**config.mk**
```make
export PLATFORM = sky130hd
export DESIGN_NAME = comb_exerciser
export DESIGN_NICKNAME = d
export VERILOG_FILES = /design/src/rtl/comb_exerciser.sv
export SDC_FILE = /design/constraint.sdc
export NUM_CORES = 1
export LEC_CHECK = 0
export BUFFER_PORTS_ARGS = -buffer_cell sky130_fd_sc_hd__buf_2
export CORE_AREA = 8 8 92 94
export DETAILED_ROUTE_END_ITERATION = 10
export DIE_AREA = 0 0 100 102
export PLACE_DENSITY = 0.78
export SLEW_MARGIN = 20
export SYNTH_ARGS = -nofsm -noshare
export SYNTH_HDL_FRONTEND = slang
export SYNTH_SLANG_ARGS = --single-unit
```
**constraint.sdc**
```tcl
create_clock -name clk -period 3.4 [get_ports clk]
set_clock_uncertainty 0.1 [all_clocks]
set_input_delay 0.17 -clock clk [delete_from_list [all_inputs] [get_ports clk]]
set_output_delay 0.17 -clock clk [all_outputs]
set_load 0.05 [all_outputs]
```
**src/rtl/comb_exerciser.sv**
```systemverilog
// Stimulus generator and 16-bit MISR response compactor for exercising a combinational block.
// Optional COMB_EXERCISER_SIG_CHECK_EN adds exp_sig input and registered pass output.
module comb_exerciser #(
  parameter int N_IN        = 4,
  parameter int N_OUT       = 1,
  parameter int BASE_PERIOD = 5,
  parameter int LEN_W       = 16
) (
  input  logic             clk,
  input  logic             rst,
  input  logic             start,
  input  logic             mode,
  input  logic [LEN_W-1:0] run_len,
  output logic [N_IN-1:0]  stim,
  input  logic [N_OUT-1:0] resp,
  output logic             busy,
  output logic             done,
  output logic [15:0]      sig,
  output logic [LEN_W-1:0] sample_cnt
`ifdef COMB_EXERCISER_SIG_CHECK_EN
  ,
  input  logic [15:0]      exp_sig,
  output logic             pass
`endif
);

  typedef enum logic [1:0] {IDLE, RUN, DONE} state_t;

  localparam int          CW   = $clog2(N_IN * BASE_PERIOD + 1);
  localparam logic [15:0] SEED = 16'hFFFF;
  localparam logic [15:0] POLY = 16'h1021;

  state_t           state_q, state_d;
  logic             mode_q, mode_d;
  logic [LEN_W-1:0] len_q, len_d;
  logic [LEN_W-1:0] cnt_q, cnt_d;
  logic [15:0]      sig_q, sig_d;
  logic [N_IN-1:0]  stim_q, stim_d;
  logic             busy_q, busy_d;
  logic             done_q, done_d;
  logic [CW-1:0]    tcnt_q [N_IN];
  logic [CW-1:0]    tcnt_d [N_IN];
  logic [LEN_W-1:0] cnt_inc;
  logic [15:0]      sig_next;
`ifdef COMB_EXERCISER_SIG_CHECK_EN
  logic             pass_q, pass_d;
`endif

  function automatic logic [CW-1:0] reload_val(input int i);
    return CW'((i + 1) * BASE_PERIOD - 1);
  endfunction

  function automatic logic [15:0] misr_step(input logic [15:0] s, input logic [N_OUT-1:0] r);
    return {s[14:0], 1'b0} ^ (s[15] ? POLY : 16'h0000) ^ 16'(r);
  endfunction

  // The run index t always equals the sample count, so one counter serves both.
  always_comb begin
    state_d  = state_q;
    mode_d   = mode_q;
    len_d    = len_q;
    cnt_d    = cnt_q;
    sig_d    = sig_q;
    stim_d   = stim_q;
    busy_d   = busy_q;
    done_d   = 1'b0;
    tcnt_d   = tcnt_q;
    cnt_inc  = cnt_q + LEN_W'(1);
    sig_next = misr_step(sig_q, resp);
`ifdef COMB_EXERCISER_SIG_CHECK_EN
    pass_d   = pass_q;
`endif

    case (state_q)
      IDLE, DONE: begin
        state_d = IDLE;
        busy_d  = 1'b0;
        stim_d  = '0;
        if (start) begin
          mode_d = mode;
          len_d  = run_len;
          sig_d  = SEED;
          cnt_d  = '0;
          for (int i = 0; i < N_IN; i++) tcnt_d[i] = reload_val(i);
`ifdef COMB_EXERCISER_SIG_CHECK_EN
          pass_d = 1'b0;
`endif
          if (run_len != '0) begin
            state_d = RUN;
            busy_d  = 1'b1;
          end else begin
            state_d = DONE;
            done_d  = 1'b1;
`ifdef COMB_EXERCISER_SIG_CHECK_EN
            pass_d  = (SEED == exp_sig);
`endif
          end
        end
      end

      RUN: begin
        sig_d = sig_next;
        cnt_d = cnt_inc;
        if (cnt_q == len_q - LEN_W'(1)) begin
          state_d = DONE;
          busy_d  = 1'b0;
          done_d  = 1'b1;
          stim_d  = '0;
`ifdef COMB_EXERCISER_SIG_CHECK_EN
          pass_d  = (sig_next == exp_sig);
`endif
        end else if (mode_q) begin
          stim_d = N_IN'(cnt_inc);
        end else begin
          // Each bit owns a down-counter that flips it and reloads on expiry.
          for (int i = 0; i < N_IN; i++) begin
            if (tcnt_q[i] == '0) begin
              stim_d[i] = ~stim_q[i];
              tcnt_d[i] = reload_val(i);
            end else begin
              tcnt_d[i] = tcnt_q[i] - CW'(1);
            end
          end
        end
      end

      default: begin
        state_d = IDLE;
        busy_d  = 1'b0;
        stim_d  = '0;
      end
    endcase
  end

  always_ff @(posedge clk) begin
    if (rst) begin
      state_q <= IDLE;
      mode_q  <= 1'b0;
      len_q   <= '0;
      cnt_q   <= '0;
      sig_q   <= SEED;
      stim_q  <= '0;
      busy_q  <= 1'b0;
      done_q  <= 1'b0;
      for (int i = 0; i < N_IN; i++) tcnt_q[i] <= '0;
`ifdef COMB_EXERCISER_SIG_CHECK_EN
      pass_q  <= 1'b0;
`endif
    end else begin
      state_q <= state_d;
      mode_q  <= mode_d;
      len_q   <= len_d;
      cnt_q   <= cnt_d;
      sig_q   <= sig_d;
      stim_q  <= stim_d;
      busy_q  <= busy_d;
      done_q  <= done_d;
      for (int i = 0; i < N_IN; i++) tcnt_q[i] <= tcnt_d[i];
`ifdef COMB_EXERCISER_SIG_CHECK_EN
      pass_q  <= pass_d;
`endif
    end
  end

  assign stim       = stim_q;
  assign busy       = busy_q;
  assign done       = done_q;
  assign sig        = sig_q;
  assign sample_cnt = cnt_q;
`ifdef COMB_EXERCISER_SIG_CHECK_EN
  assign pass       = pass_q;
`endif

endmodule
```
* Yosys cells after proc, flatten, opt, wreduce, memory -nomap -nowiden
Cells that the tools add are included.
** Storage, ports and cells
- Register bits :: 77
- Bits of input ports :: 21
** Cells by class
- $add $sub $neg :: 6
- Equality and inequality tests :: 7
- Mux-type cells :: 30
- Bitwise gates (word level) :: 7
- Reduce and logical (&&, ||, !) cells :: 16
** Operators by type and width (count)
- $pmux 16 s2 :: 2
- $mux 20 :: 3
- $pmux 20 s2 :: 1
- $mux 16 :: 2
- $logic_not 5->1 :: 4
- $mux 5 :: 4
- $sub 5x1->5 const B :: 4
- $add 16x1->16 const B :: 1
- $eq 16x16->1 :: 1
- $reduce_bool 16->1 :: 1
- $sub 16x1->16 const B :: 1
- $xor 16x1->16 :: 1
- $xor 16x13->16 :: 1
- $mux 13 :: 1
- $mux 1 :: 10
- $reduce_bool 2->1 :: 5
- $ne 2x2->1 const B :: 4
- $mux 2 :: 3
- $not 1->1 :: 5
- $mux 4 :: 1
- $pmux 1 s2 :: 2
- $pmux 2 s2 :: 1
- $reduce_and 2->1 :: 2
- $reduce_and 4->1 :: 1
- other kinds (5) :: 5

* Depth between registers and ports, before layout
Gate-level depths: netlist of run 1.
- Depth after elaboration :: 5
- Gate-level depth with buffers :: 12
- Gate-level depth less buffers :: 10

* Least setup slack after synthesis of run 1
OpenSTA, ideal clock, no wires.
- Path type :: reg2reg
- Start :: register cnt_q[2], in the netlist sample_cnt[2]
- End :: register tcnt_q[12] (netlist bit)
- Setup time :: 116 ps
- Arrival time :: 2668 ps
- Data required time :: 3184 ps
- Setup slack :: 516 ps
- Stages on the path, launching flop included :: 9
- Path buffers :: 1
- Period minus slack after synthesis :: 2884 ps
- Cell sequence :: dfxtp_1 clkbuf_1 a31oi_1 or4_1 or3_1 nor4_4 nand2b_1 nor4_1 a31o_2
** Between the ends
- Word-level cells in the longest chain between the ends :: 3
** RTL lines
- start, declared :: line 36 : logic [LEN_W-1:0] cnt_q, cnt_d;
- start signal, assigned :: line 153 : cnt_q <= cnt_d;
- $eq 16x16->1 :: line 104 : if (cnt_q == len_q - LEN_W'(1)) begin
- $ne 2x2->1 (no source line)
- $reduce_and 4->1 (no source line)
- end, declared :: line 41 : logic [CW-1:0] tcnt_q [N_IN];
Every way passes these cells.
A chain may end at the register's enable or synchronous reset.

* Worst setup path after layout of run 1
- Start :: register len_q[0]
- End :: register tcnt_q[18] (netlist bit)
** Between the ends
- Word-level cells in the longest chain between the ends :: 4
** RTL lines
- start, declared :: line 35 : logic [LEN_W-1:0] len_q, len_d;
- start signal, assigned :: line 152 : len_q <= len_d;
- $sub 16x1->16 :: line 104
- $eq 16x16->1 :: line 104
- $ne 2x2->1 (no source line)
- $reduce_and 4->1 (no source line)
Every way passes these cells.

==> results summary, run 1 <==
TritonCTS built the clock tree. The synthesized netlist occupies a cell area of 3890 um^2. Yosys printed 0 warnings.

The first detailed-routing pass took 5 iterations. In this run the most critical hold path is launched from run_len[0]. The global placement routability congestion is 0.846. The placed wire-length estimate after detailed placement came out at approximately 7000 um. The aggregate global-route resource usage is 0.202.

Compared with the post-synthesis result, the final layout area differs by 17.7%. The worst register-to-register path has a depth of 10. The die boundary height came out at between 100 and 150 um. The via count of the first global-routing pass was 3514. Using the TritonRoute via totals, the vias-per-cell ratio works out to 5.67. For this design the static power due to leakage is 1.78 nW. The worst setup path is captured at a register. The total of endpoints with negative setup slack in the final report came out at 0.

Clock tree synthesis selected as its root buffer the cell sky130_fd_sc_hd__clkbuf_8. The post-place instance area is 4240 um^2. The ratio of cells with drive above 1 in the final layout is 0.189. The count of H-tree levels built during CTS came out at 3. The total power per unit cell area came out at 470 nW/um^2. The antenna diode count is 0. The core region is approximately 7000 um^2. The remaining global-route overflow is 0. Along the worst hold path, the cell count comes to 3. The total via count after detailed routing is 3717. STA classifies the critical path startpoint as a register. The number of antenna violations at the first check in global routing came to 0. The end of the worst register-to-register path is tcnt_q[18]. The synthesized net count came out at 514. Summed over all failing endpoints, the final setup total negative slack is 0 ps. The library cell used most frequently in the layout, excluding fill and tap cells, is sky130_fd_sc_hd__nand2_1. Counting flops with a built-in enable in the synthesized netlist gives 0. Of the post-synthesis cell area, the dominant cell type holds 0.391.

The data arrival time at the worst-slack endpoint came out at 3290 ps. The most used flip-flop cell after synthesis is sky130_fd_sc_hd__dfxtp_1. The gate count of the mapped netlist came out at 487. The clock-pin transition on the worst setup and hold timing paths came out at around 80 ps. Counting flops and latches in the post-synthesis netlist gives 76.

The detailed router's first-iteration violation count is 164. The minimum hold slack is 19.7 ps. The die footprint came out at 10200 um^2. The final critical path time including I/O delays and setup came out at between 3000 and 4000 ps. The path class of the tightest hold or removal check is in2reg. The startpoint identified for the worst register-to-register timing path is len_q[0]. For this design, the sink count on the clock tree is 76. The headroom to the max-slew limit is 0.296. The quantity of I/O buffers inserted on ports is 58. The clock passes through at most 2 buffers. The clock insertion delay at the later pin of the skew report came out at 350 ps.

Measured along the x axis, the die boundary spans 100 um. The number of buffers added by the clock tree synthesis step came out at 9. Across the VDD grid, the largest voltage drop is 0.328 mV. The wire length after detailed routing came out at ~10000 um.

The run finished with clean final reports. The per-cell routed wire length is between 15 and 20 um. The first global-routing pass estimated 16700 um of wire.

The count of final hold-check violations was 0. Counting flops with an async set or reset pin after synthesis yields a share of 0. The worst path required time came out at 3580 ps. The number of max-slew violations in the final report is 0. The count of distinct cell types in the synthesized netlist is 59.

The worst-margin pin slew came out at 1060 ps. The endpoint with the worst hold slack is len_q[0]. The post-CTS setup buffer count is 0. Entering global routing, the biggest net connects 55 pins. The number of hold buffers added after CTS was 16.

The number of standard-cell rows in the floorplan is 31. The worst setup path is of the reg2reg kind. The number of placed I/O pins is 59.

The peak fanout along the critical path came out at 11. In this run the register-to-register setup slack is 290 ps. The fraction of the yosys area taken by sequential cells came out at 0.391.

Setup repair after global routing left no endpoint under its margin. The number of nets in the layout is 578. The peak clock frequency supported by timing came out at roughly 320 MHz.

The number of max-capacitance violations reported is 0. Once the clock tree was built, the resizer swapped 0 gates to a different size. For this configuration, the core starts out at a cell density of 0.551. The top cell types in the final layout, fill and taps aside, are sky130_fd_sc_hd__nand2_1 (80), sky130_fd_sc_hd__dfxtp_1 (76), sky130_fd_sc_hd__nor2_1 (58), sky130_fd_sc_hd__buf_2 (58), sky130_fd_sc_hd__a21oi_1 (39). The synthesized area divided by synthesized cell count came out at between 7 and 8 um^2. The post-detailed-route DRC marker count came out at 0. The count of antenna-violating nets left after detailed routing is 0.

The most area-hungry cell type in the Yosys netlist is sky130_fd_sc_hd__dfxtp_1. The post-route clock period utilization is 0.916. The final standard cell area without fillers is around 4600 um^2. After synthesis, the cell types taking the most area are sky130_fd_sc_hd__dfxtp_1 (39%), sky130_fd_sc_hd__nand2_1 (7.7%), sky130_fd_sc_hd__nor2_1 (5.6%), sky130_fd_sc_hd__a21oi_1 (5.0%), sky130_fd_sc_hd__xnor2_1 (3.8%).
-- sequential cells by signal, summed over array words and instances, names as in the netlist --
signal / cells
done: 1
len_q: 16
state_q: 2
sig: 16
sample_cnt: 16
tcnt_q: 20
stim: 4
mode_q: 1
-- through the flow --
stage | util | cells | setup slack (ps) | total power, mW
2_1_floorplan | - | 487 | 516 | 1.40
6_report | 0.648 | 655 | 286 | 2.15
3_5_place_dp | 0.600 | 623 | 328 | 1.51
3_3_place_gp | 0.600 | 623 | 415 | 1.50
4_1_cts | 0.648 | 655 | 297 | 2.16
5_1_grt | 0.648 | 655 | 17.6 | 2.27
-- metal layers --
metal	routed length (um)	global-route usage	vias up	share of wire
met2	5100	0.362	95	0.51
li1	-	-	1834	-
met1	4300	0.232	1778	0.43
met5	0	0	-	0
met3	520	0.0525	10	0.052
met4	116	0.0570	0	0.012
-- cell type report --
class | count | area, um^2
timing repair buffer | 82 | 510
inverter | 14 | 52.6
multi-input combinational | 368 | 2190
clock inverter | 7 | 56.3
fill | 614 | 2480
sequential | 76 | 1520
clock buffer | 9 | 124
tap | 99 | 124
-- cells in the mapped netlist (6+ instances only) --
master                     instances
sky130_fd_sc_hd__dfxtp_1          76
sky130_fd_sc_hd__o22ai_1          12
sky130_fd_sc_hd__ha_1              6
sky130_fd_sc_hd__nand2b_1          6
sky130_fd_sc_hd__nor2b_1           7
sky130_fd_sc_hd__nand4_1           7
sky130_fd_sc_hd__a211oi_1          6
sky130_fd_sc_hd__clkbuf_1         23
sky130_fd_sc_hd__a21oi_1          39
sky130_fd_sc_hd__nand2_1          80
sky130_fd_sc_hd__nor3_1           13
sky130_fd_sc_hd__nand3_1          17
sky130_fd_sc_hd__xnor2_1          17
sky130_fd_sc_hd__inv_1            14
sky130_fd_sc_hd__and3_1            7
sky130_fd_sc_hd__nor2_1           58
sky130_fd_sc_hd__o21ai_0          11
sky130_fd_sc_hd__xor2_1           11
sky130_fd_sc_hd__nor4_1            8
-- how the worst max path moves through the flow --
stage,start,endpoint,cells after the start
2_1_floorplan,sample_cnt[2],tcnt_q[12],8
3_3_place_gp,len_q[0],tcnt_q[8],9
3_5_place_dp,len_q[0],tcnt_q[8],9
4_1_cts,len_q[0],tcnt_q[18],10
5_1_grt,len_q[0],tcnt_q[18],10
6_report,len_q[0],tcnt_q[18],10
-- logic make-up (layout without fill, tap and decap cells) --
family / Yosys count / after routing / share of synthesized area
XOR/XNOR: 28 / 28 / 0.0630
multiplexers: 5 / 5 / 0.0135
flip-flops: 76 / 76 / 0.391
AO/OA/AOI/OAI: 101 / 101 / 0.173
buffers and inverters: 43 / 112 / 0.0470
AND/OR/NAND/NOR: 228 / 228 / 0.293
adder cells (fa/ha/maj): 6 / 6 / 0.0193
-- worst max-delay path, cell delays in order (launching register included) --
cell	delay (ps)
sky130_fd_sc_hd__dfxtp_1	410
sky130_fd_sc_hd__inv_1	100
sky130_fd_sc_hd__ha_1	250
sky130_fd_sc_hd__nor4b_2	530
sky130_fd_sc_hd__a41oi_1	200
sky130_fd_sc_hd__a211oi_1	240
sky130_fd_sc_hd__a31o_2	200
sky130_fd_sc_hd__nor3_2	70
sky130_fd_sc_hd__a21o_1	290
sky130_fd_sc_hd__or4b_1	540
sky130_fd_sc_hd__a21oi_1	120
-- where the power goes --
part | total (mW) | internal (mW) | leakage [nW] | switching [mW]
logic | 0.514 | 0.199 | 1.08 | 0.315
clock network | 0.638 | 0.272 | 0.0789 | 0.366
registers | 0.999 | 0.940 | 0.621 | 0.0588
No activity file was read; power rests on OpenSTA's default activity.
==> run 2, diff against run 1 <==
- CORE_AREA: 8 8 92 94 -> 8 8 97 90
- DIE_AREA: 0 0 100 102 -> 0 0 105 98
==> run 2 against run 1 <==
Compared with the run above: clock power rose by 6.1%; register-to-register slack barely moved; global-route usage fell by 0.21 points; maximum frequency rose by 0.17%; critical path depth fell by 1; clock-buffer cell count did not move.
==> results summary, run 2 (synthesis gave the netlist of run 1 again) <==
The multi-input logic area is roughly 2200 um^2. The worst setup path is captured at a register. The final critical path time including I/O delays and setup came out at around 3100 ps.

The worst path required time is 3540 ps. The number of flip-flops in the largest register came out at 20. The peak supply drop came out at 0.319 mV. In this run the worst path has a maximum fanout of 7. After clock tree synthesis, the setup repair step added 0 buffers. Setup violations remaining at the end of the flow were counted as 0.

The per-cell routed wire length is 15.4 um. The pre-antenna-repair detailed-routing pass consisted of 5 iterations. The type of the worst min-delay path is in2reg. The aggregate global-route resource usage came out at 0.200. The width of the chip is between 100 and 150 um. Clock tree synthesis selected as its root buffer the cell sky130_fd_sc_hd__clkbuf_8. CTS built an H-tree with a depth of 3.

The total power of the final layout came out at 2.20 mW. The number of buffers added by the clock tree synthesis step is 9. The remaining global-route overflow came out at 0. The placed wire-length estimate after detailed placement came out at 7060 um. The number of max-slew violations in the final report is 0. Summed over all cells, the static leakage comes to 1.80 nW. The ratio of cells with drive above 1 in the final layout came out at 0.186. The clock-pin transition on the worst setup and hold timing paths is 80 ps.

In this run the vertical extent of the chip is 98 um. The run finished with clean final reports. The number of standard-cell rows in the floorplan came out at 30. The antenna diode count came out at 0. Relative to the synthesized area, the layout overhead comes to 17.9%. Setup repair after global routing left no endpoint under its margin. The peak clock frequency supported by timing came out at 322 MHz. The setup path with the least slack is of type reg2reg.

The first-pass GRT wire length is 17300 um. Fill cells in the final layout number 630. The number of cells on the worst hold path is 4. More flip-flops sit in one register than any other, and that register is tcnt_q. The most common cell after layout, fill and taps aside is sky130_fd_sc_hd__nand2_1. The sequential cells in the finished layout cover a total of 1520 um^2. The detailed router's first-iteration violation count came out at slightly below 200.

The quantity of I/O buffers inserted on ports came out at 58. Headroom to the max-slew limit came out at 0.312. The total via count after detailed routing came out at approximately 3700. The count of antenna-violating nets left after detailed routing came out at 0. Leaving out fill and tap cells, the most frequent cells in the layout are sky130_fd_sc_hd__nand2_1 (80), sky130_fd_sc_hd__dfxtp_1 (76), sky130_fd_sc_hd__nor2_1 (58), sky130_fd_sc_hd__buf_2 (58), sky130_fd_sc_hd__a21oi_1 (39). The count of final hold-check violations came out at 0. The core region is between 7000 and 8000 um^2. The post-route clock period utilization is 0.914. The worst-margin pin slew came out at 1030 ps. The maximum number of buffers from clock root to sink is 2. Entering global routing, the biggest net connects 55 pins.

The final cell count without fillers came out at 651. Clock tree synthesis found a total of 76 sinks. TritonCTS built the clock tree. The minimum hold slack is about 110 ps. At the end of routability-driven placement, the weighted congestion stood at 0.976. The total negative setup slack is 0 ps. The worst setup path is launched from a register.

The number of nets in the layout is approximately 580. The number of antenna violations at the first check in global routing is 0. The via count of the first global-routing pass is 3608. The number of max-capacitance violations reported is 0. The post-detailed-route DRC marker count is 0. For this block, the routed nets add up to 10000 um of wire. The cell count after placement is 619. In the routed layout, each cell is associated on average with a via count of 5.69. The total power per unit cell area came out at roughly 480 nW/um^2. The die footprint came out at 10300 um^2. The post-layout utilization of the core came out at 0.636. The effective utilization at floorplan came out at 0.540. The data arrival time at the worst-slack endpoint is 3250 ps.

For this design the top-level I/O count stands at between 50 and 60. For the worst flop-to-flop path, the logic depth is 9. The clock insertion delay at the later pin of the skew report came out at 350 ps.
run 2: cell types whose count changed in the layout (fill, tap and decap cells not counted):
cell / before / now
sky130_fd_sc_hd__bufinv_16: 0 / 1
sky130_fd_sc_hd__buf_4: 8 / 7
sky130_fd_sc_hd__dlygate4sd3_1: 16 / 17
sky130_fd_sc_hd__clkinv_2: 0 / 2
sky130_fd_sc_hd__clkinv_4: 0 / 1
sky130_fd_sc_hd__inv_6: 3 / 1
sky130_fd_sc_hd__clkinvlp_4: 4 / 1
run 2: through the flow:
step / area [um^2] / worst slack [ps]
5_1_grt: 4580 / 140
3_3_place_gp: 4230 / 339
4_1_cts: 4580 / 298
3_5_place_dp: 4230 / 316
6_report: 4580 / 291
2_1_floorplan: 3890 / 516
run 2: critical path, stage by stage (launching register included):
cell,delay (ps)
sky130_fd_sc_hd__dfxtp_1,490
sky130_fd_sc_hd__inv_1,70
sky130_fd_sc_hd__ha_1,290
sky130_fd_sc_hd__xnor2_1,120
sky130_fd_sc_hd__or4_1,500
sky130_fd_sc_hd__or3_1,380
sky130_fd_sc_hd__nor4_4,500
sky130_fd_sc_hd__nand2b_1,230
sky130_fd_sc_hd__nor4_1,60
sky130_fd_sc_hd__a31o_2,250
run 2: final cells by class:
cell class / instances / share of cell area
clock inverters: 6 / 0.0142
repair buffers: 82 / 0.112
flip-flops and latches: 76 / 0.332
well taps: 96 / 0.0262
multi-input cells: 368 / 0.477
inverters: 14 / 0.0115
clock buffers: 9 / 0.0270
run 2: report_power, final:
part           switching, mW  total [mW]  internal, mW
clock                  0.341       0.677         0.336
sequential            0.0596        1.00         0.940
combinational          0.320       0.521         0.201
run 2: path summary, 6_finish.rpt:
kind / slack [ps] / startpoint / endpoint
worst min register to register: 370 / tcnt_q[16] / tcnt_q[16]
worst max register to register: 290 / len_q[1] / tcnt_q[12]
worst max-delay path: 290 / len_q[1] / tcnt_q[12]
worst min-delay path: 110 / resp / sig[0]
run 2: routing by layer:
layer,global-route usage,part of all wire,vias to the layer above
met5,0,0,-
met4,0.0735,0.019,0
met3,0.0553,0.072,21
met2,0.320,0.46,137
met1,0.250,0.45,1711
li1,-,-,1835
run 2: repair_timing:
| action | in CTS | in global routing |
|---|---|---|
| resized for setup | 0 | 0 |
| hold buffers | 17 | 0 |
| endpoints found under the hold margin | 17 | 0 |
